<file path="config.mk">
export PLATFORM = sky130hd
export DESIGN_NAME = uart_rx_mv
export DESIGN_NICKNAME = d
export VERILOG_FILES = /design/src/rtl/uart_pkg.sv /design/src/rtl/uart_rx_bit_sampler.sv /design/src/rtl/uart_rx_mv.sv
export SDC_FILE = /design/constraint.sdc
export NUM_CORES = 1
export LEC_CHECK = 0
export ABC_AREA = 1
export BUFFER_PORTS_ARGS = -buffer_cell sky130_fd_sc_hd__buf_4
export CAP_MARGIN = 10
export CORE_ASPECT_RATIO = 2
export CORE_MARGIN = 1
export CORE_UTILIZATION = 45
export DETAILED_ROUTE_END_ITERATION = 10
export PLACE_DENSITY = 0.68
export SLEW_MARGIN = 20
export SYNTH_ARGS = -nofsm -noshare
export SYNTH_HDL_FRONTEND = slang
export SYNTH_SLANG_ARGS = --single-unit
</file>
<file path="constraint.sdc">
create_clock -name i_clock -period 1.6 [get_ports i_clock]
set_input_delay 0.24 -clock i_clock [delete_from_list [all_inputs] [get_ports i_clock]]
set_output_delay 0.24 -clock i_clock [all_outputs]
set_load 0.01 [all_outputs]
</file>
<file path="src/rtl/uart_pkg.sv">
// Shared definitions for the oversampling UART receiver.
//   NB_STATE        width of the receiver state encoding
//   ST_*            receiver FSM state encodings
//   OVERSAMPLE_DEF  default number of baud ticks per bit
//   parity_expected expected parity bit from the running data XOR
package uart_pkg;

  localparam int unsigned NB_STATE       = 3;
  localparam int unsigned OVERSAMPLE_DEF = 16;

  localparam logic [NB_STATE-1:0] ST_IDLE   = 3'd0;
  localparam logic [NB_STATE-1:0] ST_START  = 3'd1;
  localparam logic [NB_STATE-1:0] ST_DATA   = 3'd2;
  localparam logic [NB_STATE-1:0] ST_PARITY = 3'd3;
  localparam logic [NB_STATE-1:0] ST_STOP   = 3'd4;

  // Even parity: the parity bit equals XOR(data); odd parity inverts it.
  function automatic logic parity_expected(input logic data_xor, input logic odd);
    return data_xor ^ odd;
  endfunction

endpackage

</file>
<file path="src/rtl/uart_rx_bit_sampler.sv">
// Per-bit timing and 3-sample majority vote.
//   i_clock, i_reset  clock and synchronous active-high reset
//   tick              baud-tick enable; everything advances only on a tick
//   clear             restart the bit timer (start edge accepted)
//   rx_sync           synchronised serial line
//   bit_c             majority of the samples at MID-1, MID and the live line
//   bit_done_c        tick on which the bit value is decided (timer == MID+1)
//   bit_end_c         tick on which the bit period ends (timer == OVERSAMPLE-1)
module uart_rx_bit_sampler
  import uart_pkg::*;
#(
  parameter int unsigned OVERSAMPLE = OVERSAMPLE_DEF,
  parameter int unsigned NB_TIMER   = 4
) (
  input  logic i_clock,
  input  logic i_reset,
  input  logic tick,
  input  logic clear,
  input  logic rx_sync,
  output logic bit_c,
  output logic bit_done_c,
  output logic bit_end_c
);

  localparam int unsigned MID = OVERSAMPLE / 2;
  localparam logic [NB_TIMER-1:0] T_PRE = NB_TIMER'(MID - 1);
  localparam logic [NB_TIMER-1:0] T_MID = NB_TIMER'(MID);
  localparam logic [NB_TIMER-1:0] T_DEC = NB_TIMER'(MID + 1);
  localparam logic [NB_TIMER-1:0] T_END = NB_TIMER'(OVERSAMPLE - 1);

  logic [NB_TIMER-1:0] timer;
  logic                s_pre;
  logic                s_mid;

  // Bit timer and the two early mid-bit samples
  always_ff @(posedge i_clock) begin
    if (i_reset) begin
      timer <= '0;
      s_pre <= 1'b1;
      s_mid <= 1'b1;
    end else if (tick) begin
      if (clear || (timer == T_END)) timer <= '0;
      else                           timer <= timer + NB_TIMER'(1);
      if (timer == T_PRE) s_pre <= rx_sync;
      if (timer == T_MID) s_mid <= rx_sync;
    end
  end

  // Third sample is the live line at MID+1, so the vote is ready on that tick
  assign bit_c      = (s_pre & s_mid) | (s_pre & rx_sync) | (s_mid & rx_sync);
  assign bit_done_c = tick & (timer == T_DEC);
  assign bit_end_c  = tick & (timer == T_END);

endmodule

</file>
<file path="src/rtl/uart_rx_mv.sv">
// UART receiver with runtime frame format, majority-vote sampling, false-start
// rejection, per-frame error flags and a single-entry valid/ready output.
//   i_clock, i_reset      clock and synchronous active-high reset
//   i_valid               baud tick (OVERSAMPLE per bit)
//   i_rx                  asynchronous serial line, idle high
//   i_cfg_*               frame format, captured when a start edge is accepted
//   o_data                received word, right-aligned
//   o_data_valid          holding register full; i_data_ready consumes it
//   o_parity_err, o_frame_err, o_break  qualify o_data
//   o_overrun             one-clock pulse when a finished frame is dropped
module uart_rx_mv
  import uart_pkg::*;
#(
  parameter int unsigned N_DATA_MAX = 8,
  parameter int unsigned OVERSAMPLE = OVERSAMPLE_DEF,
  parameter int unsigned NB_TIMER   = 4,
  parameter int unsigned NB_NBITS   = 4
) (
  input  logic                  i_clock,
  input  logic                  i_reset,
  input  logic                  i_valid,
  input  logic                  i_rx,
  input  logic [NB_NBITS-1:0]   i_cfg_nbits,
  input  logic                  i_cfg_par_en,
  input  logic                  i_cfg_par_odd,
  input  logic                  i_cfg_two_stop,
  output logic [N_DATA_MAX-1:0] o_data,
  output logic                  o_data_valid,
  input  logic                  i_data_ready,
  output logic                  o_parity_err,
  output logic                  o_frame_err,
  output logic                  o_break,
  output logic                  o_overrun
);

  localparam logic [NB_NBITS-1:0] NBITS_MIN = NB_NBITS'(5);
  localparam logic [NB_NBITS-1:0] NBITS_MAX = NB_NBITS'(N_DATA_MAX);

  logic                  rx_meta, rx_sync, rx_prev;
  logic [NB_STATE-1:0]   state, state_d;
  logic [NB_NBITS-1:0]   nbits_q, bit_cnt;
  logic                  par_en_q, par_odd_q, two_stop_q;
  logic [N_DATA_MAX-1:0] shift_q;
  logic                  par_acc, par_err_q, frame_err_q, brk_q, stop_cnt;
  logic                  bit_c, bit_done_c, bit_end_c;
  logic                  fall_c, deliver_c, frame_err_c, brk_c, brk_final_c;
  logic [NB_NBITS-1:0]   cfg_nbits_c;
  logic [N_DATA_MAX-1:0] data_c;

  // Two-flop synchroniser, preset high so reset never looks like a start edge
  always_ff @(posedge i_clock) begin
    if (i_reset) begin
      rx_meta <= 1'b1;
      rx_sync <= 1'b1;
    end else begin
      rx_meta <= i_rx;
      rx_sync <= rx_meta;
    end
  end

  assign fall_c      = i_valid & (state == ST_IDLE) & rx_prev & ~rx_sync;
  assign cfg_nbits_c = ((i_cfg_nbits < NBITS_MIN) || (i_cfg_nbits > NBITS_MAX))
                       ? NBITS_MAX : i_cfg_nbits;
  assign frame_err_c = frame_err_q | ~bit_c;
  assign brk_c       = (shift_q == '0) & ~bit_c;
  assign brk_final_c = two_stop_q ? brk_q : brk_c;
  // Bits arrive at the MSB end; short words need shifting down to bit 0
  assign data_c      = shift_q >> (NBITS_MAX - nbits_q);

  uart_rx_bit_sampler #(
    .OVERSAMPLE (OVERSAMPLE),
    .NB_TIMER   (NB_TIMER)
  ) u_sampler (
    .i_clock    (i_clock),
    .i_reset    (i_reset),
    .tick       (i_valid),
    .clear      (fall_c),
    .rx_sync    (rx_sync),
    .bit_c      (bit_c),
    .bit_done_c (bit_done_c),
    .bit_end_c  (bit_end_c)
  );

  // State register
  always_ff @(posedge i_clock) begin
    if (i_reset) state <= ST_IDLE;
    else         state <= state_d;
  end

  // Next state and delivery strobe
  always_comb begin
    state_d   = state;
    deliver_c = 1'b0;
    case (state)
      ST_IDLE:   if (fall_c) state_d = ST_START;
      ST_START: begin
        if (bit_done_c && bit_c) state_d = ST_IDLE;
        else if (bit_end_c)      state_d = ST_DATA;
      end
      ST_DATA:   if (bit_end_c && (bit_cnt == nbits_q))
                   state_d = par_en_q ? ST_PARITY : ST_STOP;
      ST_PARITY: if (bit_end_c) state_d = ST_STOP;
      ST_STOP: begin
        // Leave at mid last stop bit so the next start edge has half a bit of margin
        if (bit_done_c && (stop_cnt == two_stop_q)) begin
          deliver_c = 1'b1;
          state_d   = ST_IDLE;
        end
      end
      default:   state_d = ST_IDLE;
    endcase
  end

  // Frame datapath, holding register and handshake
  always_ff @(posedge i_clock) begin
    if (i_reset) begin
      rx_prev      <= 1'b1;
      nbits_q      <= NBITS_MAX;
      par_en_q     <= 1'b0;
      par_odd_q    <= 1'b0;
      two_stop_q   <= 1'b0;
      bit_cnt      <= '0;
      stop_cnt     <= 1'b0;
      shift_q      <= '0;
      par_acc      <= 1'b0;
      par_err_q    <= 1'b0;
      frame_err_q  <= 1'b0;
      brk_q        <= 1'b0;
      o_data       <= '0;
      o_data_valid <= 1'b0;
      o_parity_err <= 1'b0;
      o_frame_err  <= 1'b0;
      o_break      <= 1'b0;
      o_overrun    <= 1'b0;
    end else begin
      o_overrun <= 1'b0;
      if (i_valid) rx_prev <= rx_sync;

      if (fall_c) begin
        nbits_q     <= cfg_nbits_c;
        par_en_q    <= i_cfg_par_en;
        par_odd_q   <= i_cfg_par_odd;
        two_stop_q  <= i_cfg_two_stop;
        bit_cnt     <= '0;
        stop_cnt    <= 1'b0;
        shift_q     <= '0;
        par_acc     <= 1'b0;
        par_err_q   <= 1'b0;
        frame_err_q <= 1'b0;
        brk_q       <= 1'b0;
      end

      if ((state == ST_DATA) && bit_done_c) begin
        shift_q <= {bit_c, shift_q[N_DATA_MAX-1:1]};
        par_acc <= par_acc ^ bit_c;
        bit_cnt <= bit_cnt + NB_NBITS'(1);
      end

      if ((state == ST_PARITY) && bit_done_c)
        par_err_q <= bit_c ^ parity_expected(par_acc, par_odd_q);

      if ((state == ST_STOP) && bit_done_c) begin
        if (!bit_c)    frame_err_q <= 1'b1;
        if (!stop_cnt) brk_q       <= brk_c;
      end
      if ((state == ST_STOP) && bit_end_c) stop_cnt <= 1'b1;

      if (o_data_valid && i_data_ready) o_data_valid <= 1'b0;

      // A slot freed in this same cycle may be refilled immediately
      if (deliver_c) begin
        if (!o_data_valid || i_data_ready) begin
          o_data       <= data_c;
          o_parity_err <= par_err_q;
          o_frame_err  <= frame_err_c;
          o_break      <= brk_final_c;
          o_data_valid <= 1'b1;
        end else begin
          o_overrun <= 1'b1;
        end
      end
    end
  end

endmodule

</file>
==> results, run 1 <==
- The run finished with clean final reports.
- The total routed wire length on the met1 layer is 2228 um.
- The worst hold path begins at i_rx.
- The uppermost layer routed is met4.
- The cell at the root of the clock tree is sky130_fd_sc_hd__clkbuf_8.
- A synthesized cell averages 7.055 sq um.
- The number of endpoints failing setup at the final stage is 0.
- The share of flip-flops with an asynchronous set or reset after synthesis is 0%.
- The post-layout net count is 409.
- The data required time at the worst endpoint is 1.85 ns.
- The most used flip-flop cell after synthesis is sky130_fd_sc_hd__dfxtp_1.
- The number of buffers created by CTS is 5.
- The starting density of the core is 47.49%.
- The via count of the first global-routing pass was 2171.
- The first-pass detailed-route iteration total is 4.
- Timing analysis after detailed placement gives a worst setup slack of 0.03212 ns.
- TritonCTS built the clock tree.
- The ratio of routed vias to standard cells is 5.282.
- The first-pass GRT wire length is 9542 um.
- The total vias in the final route is 2382.
- The remaining routing DRC violations is 0.
- Pin placement for this block handled 25 I/O pins.
- The endpoint identified for the worst register-to-register timing path is o_data[4]$_SDFFE_PP0P_.
- In the final routed layout, each cell accounts on average for 13.47 um.
- The slowest stage of the critical path is the sky130_fd_sc_hd__dfxtp_1 cell.
- The transition time at the pin with the least slew margin is 0.3529 ns.
- The pin count of the biggest net entering global routing is 22.
- The worst hold path was traced through 2 stages.
- For this design the ratio of total power to cell area is 844.5 nW/um^2.
- Clock-pin slew was measured on the worst setup and hold paths at 0.09 ns.
- The worst path uses 94.67% of the clock period.
- The final design area excluding fillers is 2957 sq um.
- For this block, the routed nets add up to 6075 um of wire.
- The number of warning messages in the yosys log is 0.
- Setup slack on the worst reg-to-reg path comes out at 0.09 ns.
- The latest clock arrival within the worst-skew pair is 0.31 ns.
- The fraction of synthesized cell area taken by the top area cell type is 39.84%.
- The largest total area in the synthesized netlist belongs to sky130_fd_sc_hd__dfxtp_1.
- The number of port buffers is 24.
- Cells fill 57.02% of the core in the end.
- The count of nets left with antenna violations after detail routing is 0.
- In this run the standard cell core region covers 5185 sq um.
- Yosys mapped the design onto 38 distinct sky130hd cell types.
- The worst slew margin relative to its limit is 76.25%.
- The area growth from synthesis to layout is 20.07%.
- The leakage power is 1.245 nW.
- Max-cap violations in this run came to 0.
- The length of routed met3 wiring is 136 um.
- The die covers 5789 sq um.
- The final worst clock skew is 0.004292 ns.
- In this run the worst path has a maximum fanout of 7.
- Once detailed placement completed, the half-perimeter wirelength came to 4567 um.
- The synthesis-stage register bit count is 49.
- By area the synthesized netlist is led by sky130_fd_sc_hd__dfxtp_1, sky130_fd_sc_hd__nand2_1, sky130_fd_sc_hd__a21oi_1.
- The number of fillers in the final layout is 513.
- The total cell area at the placement stage is 2774 sq um.
- The detailed router finished its first iteration with 51 violations.
- By instance count, the leading cell after synthesis is sky130_fd_sc_hd__nand2_1.
- The number of antenna violations at the first check in global routing is 0.
- The number of cells traversed by the worst register-to-register path is 8.
- The chip width is 54.31 um.
- In this run, post-CTS hold repair placed 0 buffers.
- The worst-case clock buffer depth is 2.
- The overflow left after global routing is 0.
- The number of pins exceeding their max-slew limit in the final report was 0.
- The worst hold path terminates at rx_meta$_SDFF_PP1_.
- The commonest cells after synthesis are sky130_fd_sc_hd__nand2_1, sky130_fd_sc_hd__dfxtp_1, sky130_fd_sc_hd__inv_1.
- The die span in y is 106.6 um.
- Global routing used 22.96% of the available tracks across all layers.
- Walking the worst path, the cells encountered are inv_1, ha_4, xor2_1, buf_4, nand2_1, o21ai_0, o21ai_1, nor2_1.
- The sequential share of the synthesized area is 39.84%.
- The wire length on met2 is 3404 um.
- The timing-limited maximum frequency is 0.6602 GHz.
- Cells with a size suffix above 1 make up 20.10% of the layout.
- After floorplanning, the core was divided into 37 placement rows.
- Summing every instance area after synthesis gives 2462 sq um.
- The category of the critical setup timing path is register to register.
- Routability-driven placement finished with a final weighted congestion of 0.8576.
- Summed over all failing endpoints, the final setup total negative slack is 0 ns.
- The synthesized design contains 0 enable-type register cells.
- The sort of element at the start of the critical path is a register.
- The net count after synthesis is 366.
- For the worst setup path, the data arrival time is 1.77 ns.
- The worst path in the final design needs a cycle of 1.515 ns, including I/O delays and setup.
- The tightest min-delay check is of the input pin to register type.
- The total clock sinks is 49.
- CTS built an H-tree with a depth of 2.
- For this run, the slowest stage of the critical path takes 0.32 ns.
- The number of failing hold endpoints at the final stage was 0.
- The worst-case vdd ir drop is 0.8646 mV.
- The antenna diode instance count is 0.
- The worst flop-to-flop path startpoint is nbits_q[1]$_SDFFE_PP0P_.
- Setup slack closes at 0.08523 ns.
- The kind of end point of the critical path is a register.
- The cell count after synthesis is 349.
final cells by class:
type | count | area [sq um] | share of cell area [%]
repair buffers | 46 | 357.8 | 12.10
clock inverters | 2 | 15.01 | 0.5078
multi-input cells | 245 | 1275 | 43.12
well taps | 58 | 72.57 | 2.455
flip-flops and latches | 49 | 982.2 | 33.22
repair inverters | 1 | 6.256 | 0.2116
clock buffers | 6 | 72.57 | 2.455
inverters | 44 | 175.2 | 5.925
logic make-up (layout without fill, tap and decap cells):
| logic type | after synthesis | after routing | synth area share (%) |
|---|---|---|---|
| compound gates | 75 | 75 | 16.97 |
| xor+xnor | 5 | 5 | 2.389 |
| fa+ha+maj | 5 | 5 | 2.541 |
| buf+inv | 55 | 99 | 9.604 |
| flops | 49 | 49 | 39.84 |
| simple gates | 160 | 160 | 28.66 |
state kept, by name, summed over array words and instances (netlist names), 3 cells and up:
signal	cells
bit_cnt	4
state	3
nbits_q	4
u_sampler.timer	4
shift_q	8
o_data	8
cell usage in the layout (no fill, tap or decap), types with 2 or more instances in the layout:
master / n
sky130_fd_sc_hd__nand4_1: 3
sky130_fd_sc_hd__inv_1: 37
sky130_fd_sc_hd__nor3b_1: 2
sky130_fd_sc_hd__nor3_1: 3
sky130_fd_sc_hd__nand2_1: 87
sky130_fd_sc_hd__or2_2: 3
sky130_fd_sc_hd__nor2_4: 3
sky130_fd_sc_hd__nor2_1: 29
sky130_fd_sc_hd__nor2_2: 2
sky130_fd_sc_hd__o211ai_1: 6
sky130_fd_sc_hd__dfxtp_1: 48
sky130_fd_sc_hd__nand3_2: 2
sky130_fd_sc_hd__inv_4: 2
sky130_fd_sc_hd__clkbuf_8: 5
sky130_fd_sc_hd__o21ai_0: 23
sky130_fd_sc_hd__clkinvlp_4: 2
sky130_fd_sc_hd__a21oi_1: 34
sky130_fd_sc_hd__nand3_1: 23
sky130_fd_sc_hd__ha_1: 3
sky130_fd_sc_hd__o21ai_1: 3
sky130_fd_sc_hd__buf_4: 45
sky130_fd_sc_hd__xor2_1: 2
sky130_fd_sc_hd__inv_2: 5
repair_timing:
action                     4_1_cts  5_1_grt
resized for setup                0       10
setup endpoints to repair        0       23
buffers inserted                 0        7
worst max-delay path, delay by kind of cell, from the launching register on:
family | cells | cell delay, ns
adders and majority gates | 1 | 0.15
AOI/OAI and AO/OA | 2 | 0.36
DFF | 1 | 0.32
buffers and inverters | 2 | 0.30
and+or+nand+nor | 2 | 0.19
xor gates and xnor gates | 1 | 0.15
worst max path at each step:
| stage | endpoint | cells after the start | slack (ns) | start |
|---|---|---|---|---|
| 2_1_floorplan | o_data[5]$_SDFFE_PP0P_ | 9 | 0.02 | nbits_q[0]$_SDFFE_PP0P_ |
| 3_3_place_gp | o_data[4]$_SDFFE_PP0P_ | 9 | 0.05 | u_sampler.timer[3]$_SDFFE_PP0P_ |
| 3_5_place_dp | state[0]$_SDFFE_PP0P_ | 11 | 0.03 | u_sampler.timer[1]$_SDFFE_PP0P_ |
| 4_1_cts | state[0]$_SDFFE_PP0P_ | 12 | 0.01 | u_sampler.timer[1]$_SDFFE_PP0P_ |
| 5_1_grt | o_data[4]$_SDFFE_PP0P_ | 8 | -0.009 | nbits_q[1]$_SDFFE_PP0P_ |
| 6_report | o_data[4]$_SDFFE_PP0P_ | 8 | 0.09 | nbits_q[1]$_SDFFE_PP0P_ |
metrics by stage:
step	instances	hold slack [ns]	power, mW
4_1_cts	443	0.09934	2.504
3_3_place_gp	435	0.3942	1.762
3_5_place_dp	435	0.3977	1.769
6_report	451	0.1060	2.497
2_1_floorplan	349	0.3438	1.642
5_1_grt	451	0.1045	2.614
per-layer routing:
metal | GRT usage, % | up-vias
met4 | 14.84 | 0
met2 | 40.94 | 46
li1 | - | 1216
met5 | 0 | -
met3 | 3.830 | 26
met1 | 22.39 | 1094
power breakdown:
part | total (mW) | switching, mW | internal [mW] | leakage, nW
clock network | 0.740 | 0.431 | 0.309 | 0.0374
registers | 1.28 | 0.0300 | 1.25 | 0.397
logic | 0.472 | 0.297 | 0.175 | 0.811
total | 2.50 | 0.759 | 1.74 | 1.25
No activity file was read; power rests on OpenSTA's default activity.
==> inputs of run 2 (changes only) <==
Settings changed: ABC_CLOCK_PERIOD_IN_PS set to 1600, GPL_TIMING_DRIVEN set to 1, SYNTH_HIERARCHICAL set to 1.
==> results, run 2 <==
- Measured along the x axis, the die boundary spans 55.10 um.
- Entering global routing, the biggest net connects 19 pins.
- The worst-case vdd ir drop is 1.007 mV.
- The pre-antenna-repair detailed-routing pass consisted of 4 iterations.
- The finished cells cover 3169 sq um.
- The first-iteration detailed-routing DRC count is 86.
- Once placement finished, the instance area stood at 2933 sq um.
- Clock-pin slew was measured on the worst setup and hold paths at 0.09 ns.
- The slowest stage of the critical path belongs to the cell sky130_fd_sc_hd__dfxtp_2.
- The number of failing hold endpoints at the final stage came to 0.
- The first-pass GRT wire length is 9936 um.
- The dominant synthesized flop cell is sky130_fd_sc_hd__dfxtp_1.
- The final reports fail on setup timing.
- The H-tree generated during clock tree synthesis spans 2 levels.
- In the post-synthesis netlist, the biggest area contributors are sky130_fd_sc_hd__dfxtp_1, sky130_fd_sc_hd__nand2_1, sky130_fd_sc_hd__a21oi_1.
- The share of synthesized area in the top cell type comes to 38.66%.
- Compared with the post-synthesis result, the final layout area differs by 24.90%.
- The routability-driven placement congestion ratio is 0.9115.
- For this design the static power due to leakage is 1.313 nW.
- The clock passes through at most 2 buffers.
- By instance count, the leading cell after synthesis is sky130_fd_sc_hd__nand2_1.
- STA puts the critical path data required time at 1.81 ns.
- Walking the worst path, the cells encountered are inv_2, ha_4, nand2_4, nor2_4, buf_6, nand3_2, nand2_2, nand2_2, nor2_4, nand3_2, nand2_1, nor2_1.
- In the layout the commonest cells are sky130_fd_sc_hd__nand2_1, sky130_fd_sc_hd__buf_4, sky130_fd_sc_hd__dfxtp_1.
- The average instance area after synthesis is 7.209 sq um.
- The flow ran to the end, but the final reports show violations.
- Of the total synthesized cell area, the portion taken by AND, OR, NAND and NOR gates is 32.25%.
- The max-cap check violation count is 0.
- The cell at the root of the clock tree is sky130_fd_sc_hd__clkbuf_8.
- In the finished design, the share of the clock period the worst path needs comes to 100.7%.
- The die span in y is 108.2 um.
- Across all register-to-register paths, the minimum setup slack is -0.01 ns.
- The number of cells on the worst reg-to-reg path is 12.
- The post-synthesis adder-cell area fraction is 2.860%.
- The global-route usage over all layers is 23.01%.
- In this run, synthesis produced a sequential element count of 49.
- The netlist uses 39 different library cells.
- For this run, the register share of the synthesized area comes to 38.66%.
- The total power density per cell area is 931.0 nW/um^2.
- The number of fillers in the final layout is 524.
- The total length of routed wires is 6276 um.
- Summing over every cut layer, the via total after detailed routing is 2457.
- The origin of the worst min-delay path is i_rx.
- The worst hold path terminates at rx_meta$_SDFF_PP1_.
- The minimum period implied by the final worst setup slack is 1.611 ns.
- The timing-limited maximum frequency is 0.6208 GHz.
- The fraction of final layout cells with drive strength greater than 1 is 29.88%.
- The die covers 5961 sq um.
- The end of the worst register-to-register path is state[2]$_SDFFE_PP0P_.
- After routing, the total negative slack on setup checks comes to -0.01092 ns.
- Between clock sinks in the finished design, the worst skew comes to 0.01664 ns.
- The delay contributed by the slowest stage of the critical path is 0.34 ns.
- The via count of the first global-routing pass came to 2201.
- The number of antenna violations at the first check in global routing is 0.
- By startpoint and endpoint, the worst setup path is classified as register to register.
- For the pin with the worst max-slew slack, the measured transition is 0.6904 ns.
- The count of buffers added on input and output ports is 24.
- After floorplanning, the core was divided into 38 placement rows.
- The overflow left after global routing is 0.
- The worst register-to-register path begins at u_sampler/timer[1]$_SDFFE_PP0P_.
- The remaining routing DRC violations is 0.
- The sort of element at the start of the critical path is a register.
- Setup repair after global routing could not meet its margin everywhere.
- STA classifies the critical path endpoint as a register.
- The post-layout net count is 422.
- The cell count after synthesis is 352.
- After floorplanning, the core was sized to cover 5420 sq um.
- The tightest min-delay check is of the input pin to register type.
- In this run the remaining antenna-violating nets after routing total 0.
- Along the worst path, the maximum fanout reaches 5.
- The worst hold path passes through 2 cells.
- The signal arrival time at the worst endpoint is 1.82 ns.
- The post-synthesis share of cell area spent on xor and xnor gates is 2.318%.
- The share of flip-flops with an asynchronous set or reset after synthesis is 0%.
- The ratio of routed vias to standard cells is 5.284.
- The library cell used most frequently in the layout, excluding fill and tap cells, is sky130_fd_sc_hd__nand2_1.
- The later pin in the worst-skew pair is clocked with a latency of 0.31 ns.
- Counting flops with a built-in enable in the synthesized netlist gives 0.
- The initial utilization of the core area, before any placement, comes to 46.81%.
- After synthesis, the most frequently instantiated cells are sky130_fd_sc_hd__nand2_1, sky130_fd_sc_hd__dfxtp_1, sky130_fd_sc_hd__nor2_1.
- The largest family of logic cells by synthesized area is simple AND/OR/NAND/NOR gates.
- During I/O placement, the number of pins put on the boundary was 25.
- The portion of synthesized area spent on multiplexers is 0%.
- The complex-gate fraction of the synthesized area is 15.53%.
- The wire-length estimate of the detail-placed layout is 4564 um.
- The total clock sinks is 49.
- The cts-stage hold buffer count is 0.
- The number of pins exceeding their max-slew limit in the final report was 0.
- In the final layout, the registers with the most flip-flops are o_data (8), shift_q (8).
- After detailed routing, the average wire length per cell comes to 13.50 um.
- The number of buffers created by CTS is 5.
- The number of endpoints failing setup at the final stage is 1.
- The utilization after layout is 58.47%.
- The mapped netlist covers 2537 sq um.
- The biggest area contributor in the post-synthesis netlist is sky130_fd_sc_hd__dfxtp_1.
- TritonCTS built the clock tree.
- The worst slew margin relative to its limit is 53.92%.
- During synthesis, Yosys emitted a total of 6 warnings.
- Setup slack on the critical path of the routed design comes to -0.01092 ns.
- The number of nets in the synthesized netlist is 369.
- The antenna diode instance count is 0.
## run 2: changes by cell type after synthesis, sizes merged, moves of 3 or more
cell / previous run / this run
inv: 43 / 33
nand2: 87 / 98
nor2: 34 / 38
nand4: 3 / 6
nor3: 3 / 6
## run 2: layout make-up
| type | count | area (sq um) | area share (%) |
|---|---|---|---|
| Inverter | 34 | 135.1 | 4.264 |
| Tap cell | 60 | 75.07 | 2.369 |
| Sequential cell | 49 | 984.7 | 31.07 |
| Clock buffer | 7 | 86.33 | 2.724 |
| Multi-Input combinational cell | 259 | 1451 | 45.80 |
| Timing Repair Buffer | 56 | 436.7 | 13.78 |
## run 2: layer usage
metal  part of all wire [%]  GRT usage [%]  up-vias
li1                       -              -     1250
met1                     37          24.30     1129
met2                     55          40.88       61
met3                    3.3          4.219       17
met4                    4.3          11.07        0
met5                      0              0        -
## run 2: how the worst max path moves through the flow
stage / startpoint / to / slack [ns] / cells after the start
finish: u_sampler/timer[1]$_SDFFE_PP0P_ / state[2]$_SDFFE_PP0P_ / -0.01 / 12
detailed placement: u_sampler/timer[3]$_SDFFE_PP0P_ / o_data[5]$_SDFFE_PP0P_ / -0.06 / 11
global placement: u_sampler/timer[3]$_SDFFE_PP0P_ / o_data[4]$_SDFFE_PP0P_ / -0.04 / 11
CTS: u_sampler/timer[1]$_SDFFE_PP0P_ / state[1]$_SDFFE_PP0P_ / 0.01 / 12
floorplan: u_sampler/timer[3]$_SDFFE_PP0P_ / o_data[4]$_SDFFE_PP0P_ / 0.02 / 11
global route: u_sampler/timer[3]$_SDFFE_PP0P_ / state[2]$_SDFFE_PP0P_ / -0.11 / 12
## run 2: worst max-delay path, delay by kind of cell (launching register included)
family	cells	cell delay [ns]
buf+inv	2	0.20
simple gates	9	0.83
fa+ha+maj	1	0.13
flops	1	0.34
## run 2: what timing repair did
action,CTS,global route
setup buffers,0,5
resized for setup,3,31
setup endpoints to repair,14,28
pin swaps,0,14
## run 2: kinds of logic after synthesis
logic type               after synthesis
AO/OA/AOI/OAI                         67
XOR/XNOR                               5
adder cells (fa/ha/maj)                6
buffers and inverters                 44
flip-flops                            49
AND/OR/NAND/NOR                      181
## run 2: stage by stage
stage               hold WS [ns]  setup WS (ns)  total power, mW  cells
floorplan                 0.3438        0.01992            1.875    352
detailed placement        0.4016       -0.06366            2.077    453
global placement          0.3967       -0.04275            2.066    453
finish                    0.1249       -0.01092            2.950    465
CTS                       0.1153       0.009702            2.823    460
global route              0.1108        -0.1127            3.112    465
## run 2: report_power, final
part | internal, mW | switching, mW | total, mW
sequential | 1.27 | 0.0676 | 1.34
clock | 0.344 | 0.406 | 0.750
combinational | 0.331 | 0.528 | 0.859
